$ cat src/rtl/sound_responder.sv
// sound_responder: cleans the microphone input (invert option, 2-flop
// synchroniser, debouncer), detects sound onset and answers with a delayed
// buzzer beep train followed by a cooldown. All outputs are registered.
module sound_responder #(
  parameter int TICK_CYCLES     = 25000000,
  parameter int WAIT_TICKS      = 5,
  parameter int BEEPS           = 3,
  parameter int BEEP_TICKS      = 1,
  parameter int COOLDOWN_TICKS  = 2,
  parameter int DEBOUNCE_CYCLES = 16,
  parameter int MIC_ACTIVE_HIGH = 1
) (
  input  logic                       clk,
  input  logic                       rst,
  input  logic                       mic,
  input  logic                       enable,
  output logic                       buzzer,
  output logic                       heard,
  output logic                       busy,
  output logic [$clog2(BEEPS+1)-1:0] beep_count
);

  localparam int CW   = $clog2(TICK_CYCLES);
  localparam int DW   = (DEBOUNCE_CYCLES > 1) ? $clog2(DEBOUNCE_CYCLES) : 1;
  localparam int BW   = $clog2(BEEPS + 1);
  localparam int MAXW = (WAIT_TICKS > BEEP_TICKS) ? WAIT_TICKS : BEEP_TICKS;
  localparam int MAXT = (MAXW > COOLDOWN_TICKS) ? MAXW : COOLDOWN_TICKS;
  localparam int TW   = $clog2(MAXT + 1);

  localparam logic [CW-1:0] TICK_LAST     = CW'(TICK_CYCLES - 1);
  localparam logic [DW-1:0] DB_LAST       = DW'(DEBOUNCE_CYCLES - 1);
  localparam logic [TW-1:0] WAIT_LAST     = TW'((WAIT_TICKS > 0) ? WAIT_TICKS - 1 : 0);
  localparam logic [TW-1:0] BEEP_LAST     = TW'(BEEP_TICKS - 1);
  localparam logic [TW-1:0] COOLDOWN_LAST = TW'((COOLDOWN_TICKS > 0) ? COOLDOWN_TICKS - 1 : 0);
  localparam logic [BW-1:0] BEEPS_MAX     = BW'(BEEPS);
  localparam logic          MIC_INVERT    = (MIC_ACTIVE_HIGH == 0);

  typedef enum logic [2:0] {
    ST_LISTENING,
    ST_WAITING,
    ST_BEEP_ON,
    ST_BEEP_OFF,
    ST_COOLDOWN
  } state_t;

  state_t          state_reg, state_next;
  logic            mic_meta_reg, mic_sync_reg;
  logic            snd_clean_reg, snd_rise_reg;
  logic [DW-1:0]   db_cnt_reg;
  logic [CW-1:0]   tick_cnt_reg;
  logic [TW-1:0]   ticks_reg;
  logic            tick;
  logic            state_change;
  logic            buzzer_reg, heard_reg, busy_reg;
  logic [BW-1:0]   beep_count_reg;
  logic            buzzer_next, heard_next, busy_next;
  logic [BW-1:0]   beep_count_next;

  assign tick         = (tick_cnt_reg == TICK_LAST);
  assign state_change = (state_next != state_reg);

  assign buzzer     = buzzer_reg;
  assign heard      = heard_reg;
  assign busy       = busy_reg;
  assign beep_count = beep_count_reg;

  // Polarity correction and two-flop synchroniser for the asynchronous mic pin
  always_ff @(posedge clk or posedge rst) begin
    if (rst) begin
      mic_meta_reg <= 1'b0;
      mic_sync_reg <= 1'b0;
    end else begin
      mic_meta_reg <= mic ^ MIC_INVERT;
      mic_sync_reg <= mic_meta_reg;
    end
  end

  // Debouncer: accept a new level after enough consecutive differing samples;
  // snd_rise_reg marks the onset for exactly one cycle
  always_ff @(posedge clk or posedge rst) begin
    if (rst) begin
      snd_clean_reg <= 1'b0;
      snd_rise_reg  <= 1'b0;
      db_cnt_reg    <= '0;
    end else begin
      snd_rise_reg <= 1'b0;
      if (mic_sync_reg != snd_clean_reg) begin
        if (db_cnt_reg == DB_LAST) begin
          snd_clean_reg <= mic_sync_reg;
          snd_rise_reg  <= mic_sync_reg;
          db_cnt_reg    <= '0;
        end else begin
          db_cnt_reg <= db_cnt_reg + 1'b1;
        end
      end else begin
        db_cnt_reg <= '0;
      end
    end
  end

  // Cycle and tick counters, both restarted whenever the state changes
  always_ff @(posedge clk or posedge rst) begin
    if (rst) begin
      tick_cnt_reg <= '0;
      ticks_reg    <= '0;
    end else if (state_change) begin
      tick_cnt_reg <= '0;
      ticks_reg    <= '0;
    end else if (tick) begin
      tick_cnt_reg <= '0;
      ticks_reg    <= ticks_reg + 1'b1;
    end else begin
      tick_cnt_reg <= tick_cnt_reg + 1'b1;
    end
  end

  // State register
  always_ff @(posedge clk or posedge rst) begin
    if (rst) begin
      state_reg <= ST_LISTENING;
    end else begin
      state_reg <= state_next;
    end
  end

  // Next-state logic; a low enable outside LISTENING aborts the response.
  // With WAIT_TICKS=0 the WAITING state lasts a single cycle so the first
  // beep starts one cycle after heard.
  always_comb begin
    state_next = state_reg;
    if (!enable && (state_reg != ST_LISTENING)) begin
      state_next = ST_LISTENING;
    end else begin
      case (state_reg)
        ST_LISTENING: begin
          if (snd_rise_reg && enable) state_next = ST_WAITING;
        end
        ST_WAITING: begin
          if ((WAIT_TICKS == 0) || (tick && (ticks_reg == WAIT_LAST)))
            state_next = ST_BEEP_ON;
        end
        ST_BEEP_ON: begin
          if (tick && (ticks_reg == BEEP_LAST)) state_next = ST_BEEP_OFF;
        end
        ST_BEEP_OFF: begin
          if (tick && (ticks_reg == BEEP_LAST)) begin
            if (beep_count_reg < BEEPS_MAX)  state_next = ST_BEEP_ON;
            else if (COOLDOWN_TICKS == 0)    state_next = ST_LISTENING;
            else                             state_next = ST_COOLDOWN;
          end
        end
        ST_COOLDOWN: begin
          if ((COOLDOWN_TICKS == 0) || (tick && (ticks_reg == COOLDOWN_LAST)))
            state_next = ST_LISTENING;
        end
        default: state_next = ST_LISTENING;
      endcase
    end
  end

  // Output logic: next values derived from the transition being taken
  always_comb begin
    heard_next      = (state_reg == ST_LISTENING) && (state_next == ST_WAITING);
    buzzer_next     = (state_next == ST_BEEP_ON);
    busy_next       = (state_next != ST_LISTENING);
    beep_count_next = beep_count_reg;
    if (state_next == ST_LISTENING) begin
      beep_count_next = '0;
    end else if ((state_reg == ST_BEEP_ON) && (state_next == ST_BEEP_OFF) &&
                 (beep_count_reg != BEEPS_MAX)) begin
      beep_count_next = beep_count_reg + 1'b1;
    end
  end

  // Output registers
  always_ff @(posedge clk or posedge rst) begin
    if (rst) begin
      buzzer_reg     <= 1'b0;
      heard_reg      <= 1'b0;
      busy_reg       <= 1'b0;
      beep_count_reg <= '0;
    end else begin
      buzzer_reg     <= buzzer_next;
      heard_reg      <= heard_next;
      busy_reg       <= busy_next;
      beep_count_reg <= beep_count_next;
    end
  end

endmodule

$ cat config.mk
export PLATFORM = sky130hd
export DESIGN_NAME = sound_responder
export DESIGN_NICKNAME = d
export VERILOG_FILES = /design/src/rtl/sound_responder.sv
export SDC_FILE = /design/constraint.sdc
export NUM_CORES = 1
export LEC_CHECK = 0
export ABC_AREA = 1
export CAP_MARGIN = 20
export CELL_PAD_IN_SITES_DETAIL_PLACEMENT = 1
export CELL_PAD_IN_SITES_GLOBAL_PLACEMENT = 2
export CORE_MARGIN = 2
export CORE_UTILIZATION = 38
export CTS_CLUSTER_SIZE = 12
export DETAILED_ROUTE_END_ITERATION = 10
export PLACE_DENSITY_LB_ADDON = 0.1
export SLEW_MARGIN = 0
export SYNTH_ARGS = -nofsm -noshare
export SYNTH_HDL_FRONTEND = slang
export SYNTH_SLANG_ARGS = --single-unit
$ cat constraint.sdc
create_clock -name clk -period 2.55 [get_ports clk]
set_input_delay 0.6375 -clock clk [delete_from_list [all_inputs] [get_ports clk]]
set_output_delay 0.6375 -clock clk [all_outputs]
set_load 0.05 [all_outputs]
==> summary.md, run 1 <==
| Metric | Value |
|---|---|
| Num ports | 9 |
| Max-cap violation count | 0 |
| Largest family of logic cells by synthesized area | simple AND/OR/NAND/NOR gates |
| DRC errors left | 0 |
| Antenna Cells | 0 |
| Syn Inst Count | 324 |
| Die X | 88.2 um |
| Multi-input gate area | 0.00138 mm2 |
| Pin count of the biggest net entering global routing | 29 |
| Hold Path Class | flop to flop |
| Slew HR | 66.3% |
| Leakage | 1.28 nW |
| Post-CTS Setup Repair Bufs | 0 |
| Finished Cell Area | 0.00299 mm2 |
| Final nets | 347 |
| CP Max Fanout | 28 |
| Final Hold Vio Count | 0 |
| Area growth, synth to finish | 10.8% |
| Crit path arrival time | 2.46 ns |
| PortBufs | 8 |
| Dpl ws | 0.270 ns |
| Hold-fix buffers, CTS | 0 |
| Most frequent cells in the layout | nand2_1 (62), dfrtp_1 (44), inv_1 (37) |
| Worst skew pair latency | 0.31 ns |
| Worst hold slack | 0.363 ns |
| HPWL Detailed | 4.73 mm |
| Clock transition at path regs | 0.10 ns |
| Clock buffer count from CTS | 5 |
| Synth Cell Area | 0.00270 mm2 |
| GPL Wtd Cong | 0.782 |
| YS warnings | 0 |
| Number of global-route vias before repair | 2256 |
| Core area | 0.00683 mm2 |
| Setup ws final | 0.305 ns |
| Fillers | 847 |
| RSZ-0062 raised after global routing | false |
| Antenna viol nets, final | 0 |
| CTS tree | done |
| Wire per inst | 14.6 um |
| Area post-placement | 0.00289 mm2 |
| Worst Setup Start Kind | flop |
| Post-synthesis net count | 334 |
| Final slew viol count | 0 |
| Post-synthesis simple-gate area fraction | 40.6% |
| Post-Synth XOR/XNOR Area | 3.90% |
| Yosys reg bits | 44 |
| Clock sink count | 44 |
| Critical Path End Type | flop |
| PD cells | 478 mW/mm2 |
| Total power draw | 1.43 mW |
| Mux contribution to synthesized area | 0.418% |
| WL final | 6.35 mm |
| Die Span Y | 88.2 um |
| Synth Area in Adders | 2.79% |
| Post-CTS resize count | 0 |
| TritonRoute pass-1 iters | 4 |
| Floorplan row count | 30 |
| Compound-Gate Fraction of Synth Area | 3.57% |
| Synthesized area per cell | 8.32 um2 |
| Measured slew at the worst slew-check pin | 0.503 ns |
| Deepest clock path buffer count | 2 |
| Status | finished clean |
| CTS Root Cell | clkbuf_8 |
| Setup CP Type | flop to flop |
| Initial antenna violation count | 0 |
| # H-tree levels | 2 |
| Worst EP required | 2.76 ns |
| First-pass GRT wire length | 10.9 mm |
| Storage element area | 0.00110 mm2 |
| Initial DRC Count | 94 |
| Vias | 2165 |
| Setup TNS | 0 ns |
| Post-synthesis sequential area ratio | 40.9% |
| Initial core utilization | 39.5% |
| Commonest non-fill, non-tap cell in the layout | nand2_1 |
| Max reg flops | 25 |
| Total gr overflow | 0 |
| Max frequency | 446 MHz |
| GRT Util Overall | 18.2% |
| Yosys cell types | 34 |
| Die area | 0.00778 mm2 |
| Final setup viols | 0 |
| Clock period minus worst slack | 2.24 ns |
| Layout cells sized above 1 | 19.2% |
| Vias per inst | 4.99 |
| Clock skew | 0.0128 ns |
| Maximum vdd drop | 0.326 mV |
| Fin crit share | 88.0% |
[metal layers]
layer | wire length, um | global-route usage, % | part of all wire (%) | up-vias
met1 | 3150 | 24.9 | 50 | 1058
met4 | 88 | 4.96 | 1.4 | 0
met2 | 2990 | 30.0 | 47 | 17
met5 | 0 | 0 | 0 | -
li1 | - | - | - | 1084
met3 | 123 | 3.08 | 1.9 | 6
[synth_stat cells (all sizes together)]
cell	instances	area (um2)
nand2	75	324
dfrtp	44	1100
inv	39	146
nor2	38	184
nor3	34	270
nand3	25	135
nand4	13	81.3
xor2	8	70.1
buf	6	61.3
ha	6	75.1
a21oi	5	28.8
nand3b	5	37.5
nor4	5	31.3
or2	5	31.3
o21ai	4	23.8
xnor2	4	35.0
o21bai	3	22.5
a31oi	1	6.26
clkbuf	1	3.75
mux2	1	11.3
o211ai	1	7.51
o31ai	1	7.51
[cell type report]
class / instances / share of cell area [%]
Tap cell: 96 / 4.02
Timing Repair Buffer: 13 / 4.78
Sequential cell: 44 / 36.9
Inverter: 39 / 4.90
Clock buffer: 6 / 2.77
Multi-Input combinational cell: 234 / 46.3
Clock inverter: 2 / 0.335
[critical path: stages, from the launching register on]
cell	delay (ns)
dfrtp_1	0.38
ha_1	0.20
nand2_1	0.10
nor2_4	0.14
nand2_2	0.11
nor2_8	0.16
nand3_2	0.11
nor2_2	0.10
nor2_1	0.04
nand2_1	0.08
nand2_2	0.09
nand2_2	0.09
nand2_4	0.24
nor3_1	0.28
[final timing paths]
path	start	to	slack, ns	cells past startpoint
worst max-delay path	tick_cnt_reg[0]	tick_cnt_reg[3]	0.31	13
worst min-delay path	mic_meta_reg	mic_sync_reg	0.36	0
worst max register to register	tick_cnt_reg[0]	tick_cnt_reg[3]	0.31	13
worst min register to register	mic_meta_reg	mic_sync_reg	0.36	0
max in group asynchronous	rst	tick_cnt_reg[4]	1.40	3
min in group asynchronous	rst	tick_cnt_reg[11]	0.65	2
[per-stage QoR]
step	instances	util [%]
final	434	43.7
after global routing	434	43.7
after CTS	434	43.7
after detailed placement	426	42.3
after global placement	426	42.3
after floorplan	324	-
[cell families after synthesis]
group	count (synthesis)
muxes	1
and+or+nand+nor	200
buffers and inverters	46
AOI/OAI and AO/OA	15
adders and majority gates	6
xor gates and xnor gates	12
DFF	44
[power breakdown]
part	leakage, nW	internal (mW)	switching (mW)	total [mW]
Sequential	0.602	0.733	0.0298	0.763
Combinational	0.629	0.0699	0.115	0.185
Clock	0.0510	0.217	0.261	0.478
(Power assumes the default switching activity.)
==> run 2: changes to the inputs <==
HOLD_SLACK_MARGIN = 0.15   (was default)
MAX_ROUTING_LAYER = met4   (was default)
==> summary.md, run 2 (synthesis gave the netlist of run 1 again) <==
| Metric | Value |
|---|---|
| Clock skew | 0.0129 ns |
| TritonRoute pass-1 iters | 4 |
| Crit path launch | tick_cnt_reg[0] |
| Pin count of the biggest net entering global routing | 29 |
| Fin crit share | 87.8% |
| Deepest clock path buffer count | 2 |
| First-pass GRT wire length | 10.9 mm |
| Final setup viols | 0 |
| Setup ws final | 0.311 ns |
| Wire per inst | 14.6 um |
| Slew HR | 66.3% |
| Die area | 0.00778 mm2 |
| Antenna viol nets, final | 0 |
| Layout cells sized above 1 | 19.2% |
| Core area | 0.00683 mm2 |
| Initial antenna violation count | 0 |
| CTS Root Cell | clkbuf_8 |
| Max reg flops | 25 |
| Max frequency | 447 MHz |
| Final slew viol count | 0 |
| Antenna Cells | 0 |
| WL final | 6.34 mm |
| Hold Startpoint | mic_meta_reg |
| Clock transition at path regs | 0.10 ns |
| # H-tree levels | 2 |
| Hold Path Class | flop to flop |
| CP Max Fanout | 28 |
| Die X | 88.2 um |
| Crit path arrival time | 2.45 ns |
| Worst skew pair latency | 0.31 ns |
| Area growth, synth to finish | 10.8% |
| Final core utilization | 43.7% |
| CTS tree | done |
| Vias | 2158 |
| PD cells | 477 mW/mm2 |
| Worst Setup Start Kind | flop |
| Worst Hold Endpoint | mic_sync_reg |
| GPL Wtd Cong | 0.793 |
| Measured slew at the worst slew-check pin | 0.503 ns |
| Total gr overflow | 0 |
| Floorplan row count | 30 |
| Initial DRC Count | 100 |
| HPWL Detailed | 4.73 mm |
| Setup TNS | 0 ns |
| Post-CTS resize count | 0 |
| Clock period minus worst slack | 2.24 ns |
| Commonest non-fill, non-tap cell in the layout | nand2_1 |
| Leakage | 1.28 nW |
| Status | finished clean |
| Vias per inst | 4.97 |
| RSZ-0062 raised after global routing | false |
| Initial core utilization | 39.5% |
| Hold path depth | 0 |
| Hold-fix buffers, CTS | 0 |
| Worst hold slack | 0.363 ns |
| Post-CTS Setup Repair Bufs | 0 |
| PortBufs | 8 |
| Worst EP required | 2.76 ns |
| Max-cap violation count | 0 |
| Crit Reg-Reg Startpoint | tick_cnt_reg[0] |
| Setup slack, reg-to-reg | 0.31 ns |
| Number of global-route vias before repair | 2259 |
| Setup CP Type | flop to flop |
| Multi-input gate area | 0.00138 mm2 |
| Most frequent cells in the layout | nand2_1 (62), dfrtp_1 (44), inv_1 (37) |
| Clock sink count | 44 |
| Die Span Y | 88.2 um |
| Reg2Reg Depth | 13 |
| Storage element area | 0.00110 mm2 |
| Dpl ws | 0.270 ns |
| Critical Path End Type | flop |
| GRT Util Overall | 18.8% |
| Clock buffer count from CTS | 5 |
| Reg2Reg Capture Point | tick_cnt_reg[3] |
| Final nets | 347 |
| Final Hold Vio Count | 0 |
| Num ports | 9 |
| Fillers | 847 |
| Maximum vdd drop | 0.325 mV |
| DRC errors left | 0 |
==> run 2: final cells by class <==
cell class,instances,area share (%)
multi-input combinational,234,46.3
sequential,44,36.9
inverter,39,4.90
timing repair buffer,13,4.78
tap,96,4.02
clock buffer,6,2.77
clock inverter,2,0.335
==> run 2: worst max path at each step <==
stage | endpoint | slack (ns) | cells after the start
floorplan | tick_cnt_reg[15] | 0.66 | 15
global placement | tick_cnt_reg[24] | 0.28 | 9
detailed placement | tick_cnt_reg[3] | 0.27 | 13
CTS | tick_cnt_reg[3] | 0.25 | 13
global route | tick_cnt_reg[16] | 0.04 | 11
finish | tick_cnt_reg[3] | 0.31 | 13
==> run 2: metal layers <==
layer  GRT usage, %  wire length, um  vias to the layer above
met2           30.1             2980                       21
met3           3.08              128                        6
met4           4.96               89                        0
met1           24.9             3140                     1048
li1               -                -                     1083
met5              -                0                        -
==> run 2: power breakdown <==
part	switching [mW]	internal (mW)
combinational	0.115	0.0699
clock	0.259	0.217
sequential	0.0295	0.733
==> run 2: metrics by stage <==
stage	total power, mW	instances	area (um2)
after floorplan	0.916	324	2700
after global placement	0.961	426	2890
after detailed placement	0.967	426	2890
after CTS	1.45	434	2990
after global routing	1.50	434	2990
final	1.42	434	2990
==> run 2: critical path: stages (launching register included) <==
cell,delay (ns)
dfrtp_1,0.38
ha_1,0.20
nand2_1,0.10
nor2_4,0.14
nand2_2,0.11
nor2_8,0.16
nand3_2,0.11
nor2_2,0.10
nor2_1,0.04
nand2_1,0.08
nand2_2,0.09
nand2_2,0.09
nand2_4,0.24
nor3_1,0.28
